$ cat src/rtl/score_keeper_pkg.sv
// Shared types and helpers for the score keeper: FSM states, BCD points table, one-digit BCD add.
package score_keeper_pkg;

    typedef enum logic [1:0] {eIdle, eAdd, eLevel, eLost} score_state_e;

    // Points per clear for n = 0..4+, index 4 covers every n >= 4
    localparam logic [4:0][15:0] points_bcd_c = {16'h1200, 16'h0300, 16'h0100, 16'h0040, 16'h0000};

    function automatic logic [4:0] bcd_digit_add(input logic [3:0] a, input logic [3:0] b, input logic cin);
        logic [4:0] s;
        s = {1'b0, a} + {1'b0, b} + {4'd0, cin};
        if (s > 5'd9) begin
            return {1'b1, s[3:0] + 4'd6};
        end
        return s;
    endfunction

endpackage

$ cat src/rtl/score_keeper_bcd_add.sv
// Combinational ripple BCD adder over digits_p digits with carry in/out.
// Zero latency, no flow control.
module bcd_add
    import score_keeper_pkg::*;
#(
    parameter int digits_p = 6
) (
    input  logic [4*digits_p-1:0] a_i,
    input  logic [4*digits_p-1:0] b_i,
    input  logic                  cin_i,
    output logic [4*digits_p-1:0] sum_o,
    output logic                  cout_o
);

    always_comb begin
        logic [digits_p:0] c;
        logic [4:0]        dig;
        c      = '0;
        dig    = '0;
        sum_o  = '0;
        c[0]   = cin_i;
        for (int i = 0; i < digits_p; i++) begin
            dig              = bcd_digit_add(a_i[4*i +: 4], b_i[4*i +: 4], c[i]);
            sum_o[4*i +: 4]  = dig[3:0];
            c[i+1]           = dig[4];
        end
        cout_o = c[digits_p];
    end

endmodule

$ cat src/rtl/score_keeper.sv
// BCD score / line / level keeper with level-dependent gravity tick; one accepted clear keeps busy_o high level+2 cycles, clears arriving while busy are dropped.
// Optional SCORE_KEEPER_SOFT_DROP_EN adds soft_drop_i, which forces the gravity period to min_period_p.
module score_keeper
    import score_keeper_pkg::*;
#(
    parameter int height_p          = 32,
    parameter int score_digits_p    = 6,
    parameter int lines_per_level_p = 10,
    parameter int max_level_p       = 15,
    parameter int base_period_p     = 50000000,
    parameter int period_step_p     = 3000000,
    parameter int min_period_p      = 5000000
) (
    input  logic                          clk_i,
    input  logic                          reset_i,
    input  logic [$clog2(height_p)-1:0]   line_elimination_i,
    input  logic                          line_elimination_v_i,
    input  logic                          lose_i,
    input  logic                          restart_i,
`ifdef SCORE_KEEPER_SOFT_DROP_EN
    input  logic                          soft_drop_i,
`endif
    output logic [4*score_digits_p-1:0]   score_o,
    output logic [15:0]                   lines_o,
    output logic [3:0]                    level_o,
    output logic                          gravity_tick_o,
    output logic                          busy_o
);

    localparam int nw_c = $clog2(height_p);
    localparam int sw_c = 4*score_digits_p;

    score_state_e       state_q, state_d;
    logic [sw_c-1:0]    score_q, score_d;
    logic [15:0]        lines_q, lines_d;
    logic [3:0]         level_q, level_d;
    logic [15:0]        cnt_q, cnt_d;
    logic [sw_c-1:0]    pts_q, pts_d;
    logic [nw_c-1:0]    n_q, n_d;
    logic [4:0]         rep_q, rep_d;
    logic [31:0]        grav_q, grav_d;

    logic [2:0]         pts_idx;
    logic [sw_c-1:0]    add_sum;
    logic               add_cout;
    logic [16:0]        lines_sum;
    logic [15:0]        cnt_sum;
    logic signed [31:0] per_raw;
    logic [31:0]        per_lvl;
    logic [31:0]        eff_period;
    logic               tick;

    assign pts_idx = (line_elimination_i > nw_c'(3)) ? 3'd4 : 3'(line_elimination_i);

    bcd_add #(.digits_p(score_digits_p)) u_add (
        .a_i    (score_q),
        .b_i    (pts_q),
        .cin_i  (1'b0),
        .sum_o  (add_sum),
        .cout_o (add_cout)
    );

    assign lines_sum = {1'b0, lines_q} + 17'(n_q);
    assign cnt_sum   = cnt_q + 16'(n_q);

    always_comb begin
        state_d = state_q;
        score_d = score_q;
        lines_d = lines_q;
        level_d = level_q;
        cnt_d   = cnt_q;
        pts_d   = pts_q;
        n_d     = n_q;
        rep_d   = rep_q;
        unique case (state_q)
            eIdle: begin
                if (lose_i) begin
                    state_d = eLost;
                end else if (line_elimination_v_i && (line_elimination_i != '0)) begin
                    pts_d   = sw_c'(points_bcd_c[pts_idx]);
                    n_d     = line_elimination_i;
                    rep_d   = {1'b0, level_q} + 5'd1;
                    state_d = eAdd;
                end
            end
            eAdd: begin
                // Once the top digit carries out the score pins at all nines
                score_d = add_cout ? {score_digits_p{4'h9}} : add_sum;
                rep_d   = rep_q - 5'd1;
                if (rep_q == 5'd1) begin
                    state_d = eLevel;
                end
            end
            eLevel: begin
                lines_d = lines_sum[16] ? 16'hFFFF : lines_sum[15:0];
                if (cnt_sum >= 16'(lines_per_level_p)) begin
                    cnt_d   = cnt_sum - 16'(lines_per_level_p);
                    level_d = (level_q == 4'(max_level_p)) ? level_q : level_q + 4'd1;
                end else begin
                    cnt_d   = cnt_sum;
                end
                state_d = eIdle;
            end
            eLost: begin
                state_d = eLost;
            end
            default: state_d = eIdle;
        endcase
        if (restart_i) begin
            state_d = eIdle;
            score_d = '0;
            lines_d = '0;
            level_d = '0;
            cnt_d   = '0;
            rep_d   = '0;
        end
    end

    // Signed intermediate so a large level drives the difference negative and clamps
    assign per_raw = base_period_p - $signed({28'd0, level_q}) * period_step_p;
    assign per_lvl = (per_raw < min_period_p) ? 32'(min_period_p) : per_raw;

`ifdef SCORE_KEEPER_SOFT_DROP_EN
    logic soft_q;
    always_ff @(posedge clk_i or negedge reset_i) begin
        if (!reset_i) begin
            soft_q <= 1'b0;
        end else begin
            soft_q <= soft_drop_i;
        end
    end
    assign eff_period = soft_q ? 32'(min_period_p) : per_lvl;
`else
    assign eff_period = per_lvl;
`endif

    // >= rather than == so a period that shrinks under a running count fires at once
    assign tick = (state_q != eLost) && (grav_q >= eff_period - 32'd1);

    always_comb begin
        if (restart_i || (state_d == eLost) || (level_d != level_q) || tick) begin
            grav_d = '0;
        end else begin
            grav_d = grav_q + 32'd1;
        end
    end

    always_ff @(posedge clk_i or negedge reset_i) begin
        if (!reset_i) begin
            state_q <= eIdle;
            score_q <= '0;
            lines_q <= '0;
            level_q <= '0;
            cnt_q   <= '0;
            pts_q   <= '0;
            n_q     <= '0;
            rep_q   <= '0;
            grav_q  <= '0;
        end else begin
            state_q <= state_d;
            score_q <= score_d;
            lines_q <= lines_d;
            level_q <= level_d;
            cnt_q   <= cnt_d;
            pts_q   <= pts_d;
            n_q     <= n_d;
            rep_q   <= rep_d;
            grav_q  <= grav_d;
        end
    end

    assign score_o        = score_q;
    assign lines_o        = lines_q;
    assign level_o        = level_q;
    assign gravity_tick_o = tick;
    assign busy_o         = (state_q == eAdd) || (state_q == eLevel);

endmodule

$ cat config.mk
export PLATFORM = sky130hd
export DESIGN_NAME = score_keeper
export DESIGN_NICKNAME = d
export VERILOG_FILES = /design/src/rtl/score_keeper_pkg.sv /design/src/rtl/score_keeper_bcd_add.sv /design/src/rtl/score_keeper.sv
export SDC_FILE = /design/constraint.sdc
export NUM_CORES = 1
export LEC_CHECK = 0
export ABC_AREA = 0
export CAP_MARGIN = 0
export CORE_MARGIN = 3
export CORE_UTILIZATION = 60
export DETAILED_ROUTE_END_ITERATION = 10
export PLACE_DENSITY = 0.82
export SLEW_MARGIN = 20
export SYNTH_ARGS = -nofsm -noshare
export SYNTH_HDL_FRONTEND = slang
export SYNTH_SLANG_ARGS = --single-unit
$ cat constraint.sdc
create_clock -name clk_i -period 14.06 [get_ports clk_i]
set_clock_uncertainty 0.2 [all_clocks]
set_input_delay 3.515 -clock clk_i [delete_from_list [all_inputs] [get_ports clk_i]]
set_output_delay 3.515 -clock clk_i [all_outputs]
set_load 0.02 [all_outputs]
# == Yosys cells after proc, flatten, opt, wreduce, memory -nomap -nowiden ==
# Memories as Yosys holds them, arrays and structs flattened. A register that Yosys moved wholly into a read port is not among the register bits.
# Cells that the tools add are included.
# Widths: inputs -> output; s select.
# totals
out_inout_bits,46
reg_bits,104
memories,1
romBits,128
# classes
addsub,24
order_cmp,10
eq_ne,10
n_reduce_logical,14
n_mul,1
n_mux,43
bitwise_logic,1
# memory_table
name,words,width,read_ports,rd_ports_with_merged_regs,write_ports,line_no,source
(no name shown),8,16,1,1,0,score_keeper.sv:80,pts_d = sw_c'(points_bcd_c[pts_idx]);
# ops
cell,n
$mux 16,6
$mux 5,15
$mux 24,3
$mux 32,2
$add 32x1->32 const B,1
$ge 32x32->1,1
$sub 32x1->32 const B,1
$gt 5x4->1 const B,6
$lt 27x24->1 const B,1
$sub 26x26->27 const A,1
$add 4x3->4 const B,6
$add 4x4->5,4
$mul 4x16->20 const B,1
$add 16x5->17,1
$add 16x5->16,1
$ge 16x4->1 const B,1
$mux 4,4
$sub 16x4->16 const B,1
$add 5x1->5,3
$add 4x1->5,2
$pmux 5 s2,1
$mux 2,4
$pmux 2 s4,1
$eq 2x2->1 const B,3
21 further kinds,33

# == Logic depth before layout (Yosys ltp) ==
# logic_depth
depth_word,27
depth_mapped,48

# == Hierarchy ==
# Synthesis repeated with hierarchy kept, for this count alone.
# unflattened
hier_cells,1195
area_unflattened_um2,10209.8
# by_module_without_submodules
mod,area_each_um2,cells_per_inst,n_inst
score_keeper,8795.9,1031,1
bcd_add,1413.9,164,1

# == Worst setup path before layout ==
# Ideal clock, no wire load.
# synth_timing
kind,register -> output
startpoint,reg level_q[2] (netlist: level_o[2])
endpoint,out gravity_tick_o
setup_slack_ns,2.507
t_arrival_ns,7.838
stages_incl_launch_ff,37
path_buffers,2
cell_sequence,dfrtp_1 -> inv_1 -> ha_1 -> fa_1 -> inv_1 -> ha_1 -> a211oi_4 -> o21ai_4 -> o211ai_1 -> a31oi_4 -> or3_1 -> a2111oi_2 -> nor2_1 -> o311ai_1 -> o21ai_1 -> a211oi_1 -> ha_1 -> clkbuf_1 -> inv_1 -> clkbuf_1 -> o21ai_0 -> ha_1 -> nand4bb_1 -> nand3b_1 -> or3_4 -> nor4_2 -> o211ai_2 -> a31oi_4 -> xnor2_1 -> ha_1 -> a21o_1 -> a21o_1 -> a21o_1 -> a21oi_1 -> o21ai_0 -> a22oi_1 -> o21ai_0
# synth_between
elab_chain_len,7
# synth_rtl
element,line_no,source
start: declaration,score_keeper.sv:36,"logic [3:0] level_q, level_d;"
start signal: assignment,score_keeper.sv:163,level_q <= level_d;
$mul 4x16->20 (*),score_keeper.sv:120,"assign per_raw = base_period_p - $signed({28'd0, level_q}) * period_step_p;"
$sub 26x26->27 (*),score_keeper.sv:120,
$lt 27x24->1,score_keeper.sv:121,assign per_lvl = (per_raw < min_period_p) ? 32'(min_period_p) : per_raw;
$mux 32 (*),score_keeper.sv:121,
$sub 32x1->32 (*),score_keeper.sv:138,assign tick = (state_q != eLost) && (grav_q >= eff_period - 32'd1);
$ge 32x32->1 (*),score_keeper.sv:138,
$logic_and 1x1->1 (*),score_keeper.sv:138,
end: declaration,score_keeper.sv:26,"output logic gravity_tick_o,"
# Every way passes the cells marked *; elsewhere a longest branch is shown, timed or not.

# == Worst setup path after layout ==
# layout_timing
startpoint,reg level_q[3] (netlist: level_o[3])
endpoint,out gravity_tick_o
# The elaborated chain is that of the path after synthesis.

==> results by group <==
Worst setup path
  • R2R Path End: score_o[1]
  • Top fanout value on the critical path: 13
  • Crit-path slowest cell: dfrtp_1
  • Reg2reg path depth: 48
  • Worst Setup End Kind: output pin
  • R2r startpoint: score_o[1]
  • Crit path depth: 33
  • WP buf/inv: 2
  • Top Family by Delay on Critical Path: compound AO/OA/AOI/OAI gates
  • Required time worst endpoint: 10.35 ns
  • FF-to-FF setup slack: around 3.1 ns
  • Crit path to: gravity_tick_o
  • Max incr delay on CP: 0.59 ns
  • Most used cell, CP: ha_1
  • CP startpoint: level_o[3]
  • Startpoint types: register
  • Crit path DAT: 9.41 ns
  • Crit Path Class: reg -> out

GRT
  • GRT Util Overall: between 20% and 30%
  • Largest net degree at the start of global routing: 73
  • Initial antenna violation count: 0
  • First-pass GRT wire length: between 30000 and 40000 um
  • Congestion Overflow GR: 0
  • Vias in the first global route: 8237

STA
  • Period utilization: 93.3%
  • Setup total negative slack: 0 ns
  • Final Hold Fails: 0
  • Max frequency: 76.2 MHz
  • Final min period: 13.12 ns
  • RSZ-0062 raised after global routing: false
  • Least-Margin Pin Slew: 1.11 ns
  • Relative slew slack: 25.7%
  • Endpoints failing setup: 0
  • Slew Limit Fails: 0

CTS
  • CTS sink count: 108
  • Worst-path clk slew: 0.07 ns
  • CTS root buf: clkbuf_16
  • Clock tree from TritonCTS: built
  • Max clock buf depth: 2
  • CTS Buf Count: 9
  • Post-CTS setup buffer count: 0
  • # resized after CTS: 0
  • CTS HTree Levels: 3
  • Clk Latency, worst-skew pair: 0.35 ns
  • Post-CTS Hold Fix Bufs: 0

Die
  • Core Box Area: 16200 um2
  • Starting Density: 62.2%
  • Vert. Die Dim: 136 um
  • Die width: 136 um
  • Row count: 46
  • # IOs: between 50 and 60
  • DIE AREA: 18400 um2

Routing
  • Routed Antenna Nets: 0
  • Router iterations before antenna repair: 4
  • Drt drc: 0
  • WL per Instance: 16.2 um
  • DRT iter0 DRCs: 507
  • Routed vias: 8679
  • Final WL: 23100 um
  • Vias per inst: 6.11

Flow run
  • Total of max-cap violations: 0

Pwr
  • Internal power: 0.785 mW
  • Switching pwr: roughly 0.59 mW
  • Power Density: between 100 and 150 nW/um2
  • Net Sw Frac: 43.0%
  • Clock share of power: 21.1%
  • Worst vdd ir: 0.110 mV
  • Flop pwr share: 28.1%
  • Gate power share: 50.8%
  • LEAKAGE: 4.95 nW

Yosys
  • Synth unique cells: 98
  • Syn Nets: 1285
  • Yosys warnings: 0
  • Seq/Total Area, Yosys: 26.9%
  • Primary FF master, synth: dfrtp_1
  • Netlist Area Pre-Place: 10100 um2
  • Post-synth EDFFs: 0
  • Synth async-reset ratio: 100%
  • Avg Inst Size Synth: 8.56 um2
  • Cells after synthesis: 1176
  • Synth Register Bits: 108

Place
  • Port-buffer cells: 55
  • Routability cong.: 0.926
  • Placed cells: 1405
  • DP HPWL: 17300 um

Final layout
  • Most common cell after layout, fill and taps aside: nor2_1
  • Layout net count: 1309
  • ANT cells: 0
  • Most frequent cells in the layout: 152 x nor2_1, 108 x dfrtp_1, 95 x nand2_1
  • Share of layout cells above drive strength 1: 6.97%
  • FILL cells: 1309
  • Final Non-Filler Cells: 1421
  • Area Overhead vs Synth: 9.81%

Min path
  • WHS Path Cells: 2
  • Worst hold path type: reg -> reg

Outcome
  • Status: finished, final reports clean
[through the flow]
| step | hold slack [ns] | setup slack [ns] | utilization, % | power, mW | area (um2) |
|---|---|---|---|---|---|
| finish | 0.290 | 0.938 | 68.3 | 1.38 | 11100 |
| global route | 0.309 | 0.372 | 68.3 | 1.48 | 11100 |
| CTS | 0.293 | 0.995 | 68.3 | 1.37 | 11100 |
| detailed placement | 0.281 | 1.37 | 66.2 | 1.08 | 10700 |
| global placement | 0.267 | 1.72 | 66.2 | 1.06 | 10700 |
| floorplan | 0.250 | 2.51 | - | 0.925 | 10100 |
[final cells by class]
| cell class | instances | area (um2) | share of cell area (%) |
|---|---|---|---|
| tap | 216 | 270 | 2.45 |
| clock inverter | 5 | 90.1 | 0.815 |
| sequential | 108 | 2700 | 24.5 |
| inverter | 55 | 206 | 1.87 |
| multi-input combinational | 965 | 6940 | 62.8 |
| timing repair buffer | 61 | 588 | 5.32 |
| clock buffer | 11 | 253 | 2.29 |
[power by group through the flow]
stage          registers, mW  clock network (mW)  logic [mW]
6_report               0.387               0.291       0.699
5_1_grt                0.393               0.308       0.779
4_1_cts                0.386               0.294       0.693
3_5_place_dp           0.391                   0       0.685
3_3_place_gp           0.390                   0       0.669
2_1_floorplan          0.390                   0       0.535
[per-layer routing]
layer / up-vias / share of wire [%] / wire length, um / global-route usage [%]
li1: 4281 / - / - / -
met3: 37 / 4.7 / 1080 / 3.94
met2: 222 / 45 / 10500 / 40.0
met4: 0 / 2.2 / 517 / 8.29
met5: - / 0 / 0 / 0
met1: 4139 / 48 / 11000 / 36.8
[worst register-to-register path, delay by kind of cell (launching register included)]
kind / cells / cell delay, ns
AOI/OAI and AO/OA: 14 / 2.90
muxes: 1 / 0.13
adders and majority gates: 17 / 4.38
DFF: 1 / 0.43
buffers and inverters: 4 / 0.31
xor gates and xnor gates: 5 / 0.80
and+or+nand+nor: 7 / 1.66
[cells by family (layout without fill, tap and decap cells)]
kind of cell | count (synthesis) | after routing | share of synthesized area, %
AND/OR/NAND/NOR | 445 | 445 | 22.2
flip-flops | 108 | 108 | 26.9
multiplexers | 31 | 31 | 3.19
XOR/XNOR | 116 | 116 | 10.5
adder cells (fa/ha/maj) | 99 | 99 | 13.0
buffers and inverters | 103 | 132 | 4.18
AO/OA/AOI/OAI | 274 | 274 | 20.1
[cells in the mapped netlist (all sizes together), types with 17 or more instances]
cell type,number,share of area (%)
inv,55,2.1
nor3,20,1.3
and3,20,1.2
nand4,22,1.4
a21o,27,2.0
xnor2,70,6.2
ha,90,11
buf,21,1.1
mux2i,22,2.2
dfrtp,108,27
nand3,38,1.9
a21oi,54,2.8
nor2b,21,1.3
o21ai,50,2.6
xor2,46,4.3
nand2,98,3.7
o211ai,17,1.6
nor2,152,5.7
a211oi,28,2.4
clkbuf,27,1.0
[registers in the layout, indices dropped and copies added, names as in the netlist]
register,cells
lines_o,16
level_o,4
state_q,2
pts_q,4
grav_q,32
n_q,5
cnt_q,16
score_o,24
rep_q,5
[how the worst min path moves through the flow]
stage	start	endpoint
2_1_floorplan	pts_q[8]	pts_q[8]
3_3_place_gp	pts_q[8]	pts_q[8]
3_5_place_dp	pts_q[6]	pts_q[6]
4_1_cts	grav_q[0]	grav_q[0]
5_1_grt	grav_q[0]	grav_q[0]
6_report	pts_q[6]	pts_q[6]
Note: power is estimated with default switching activity, not from simulation.
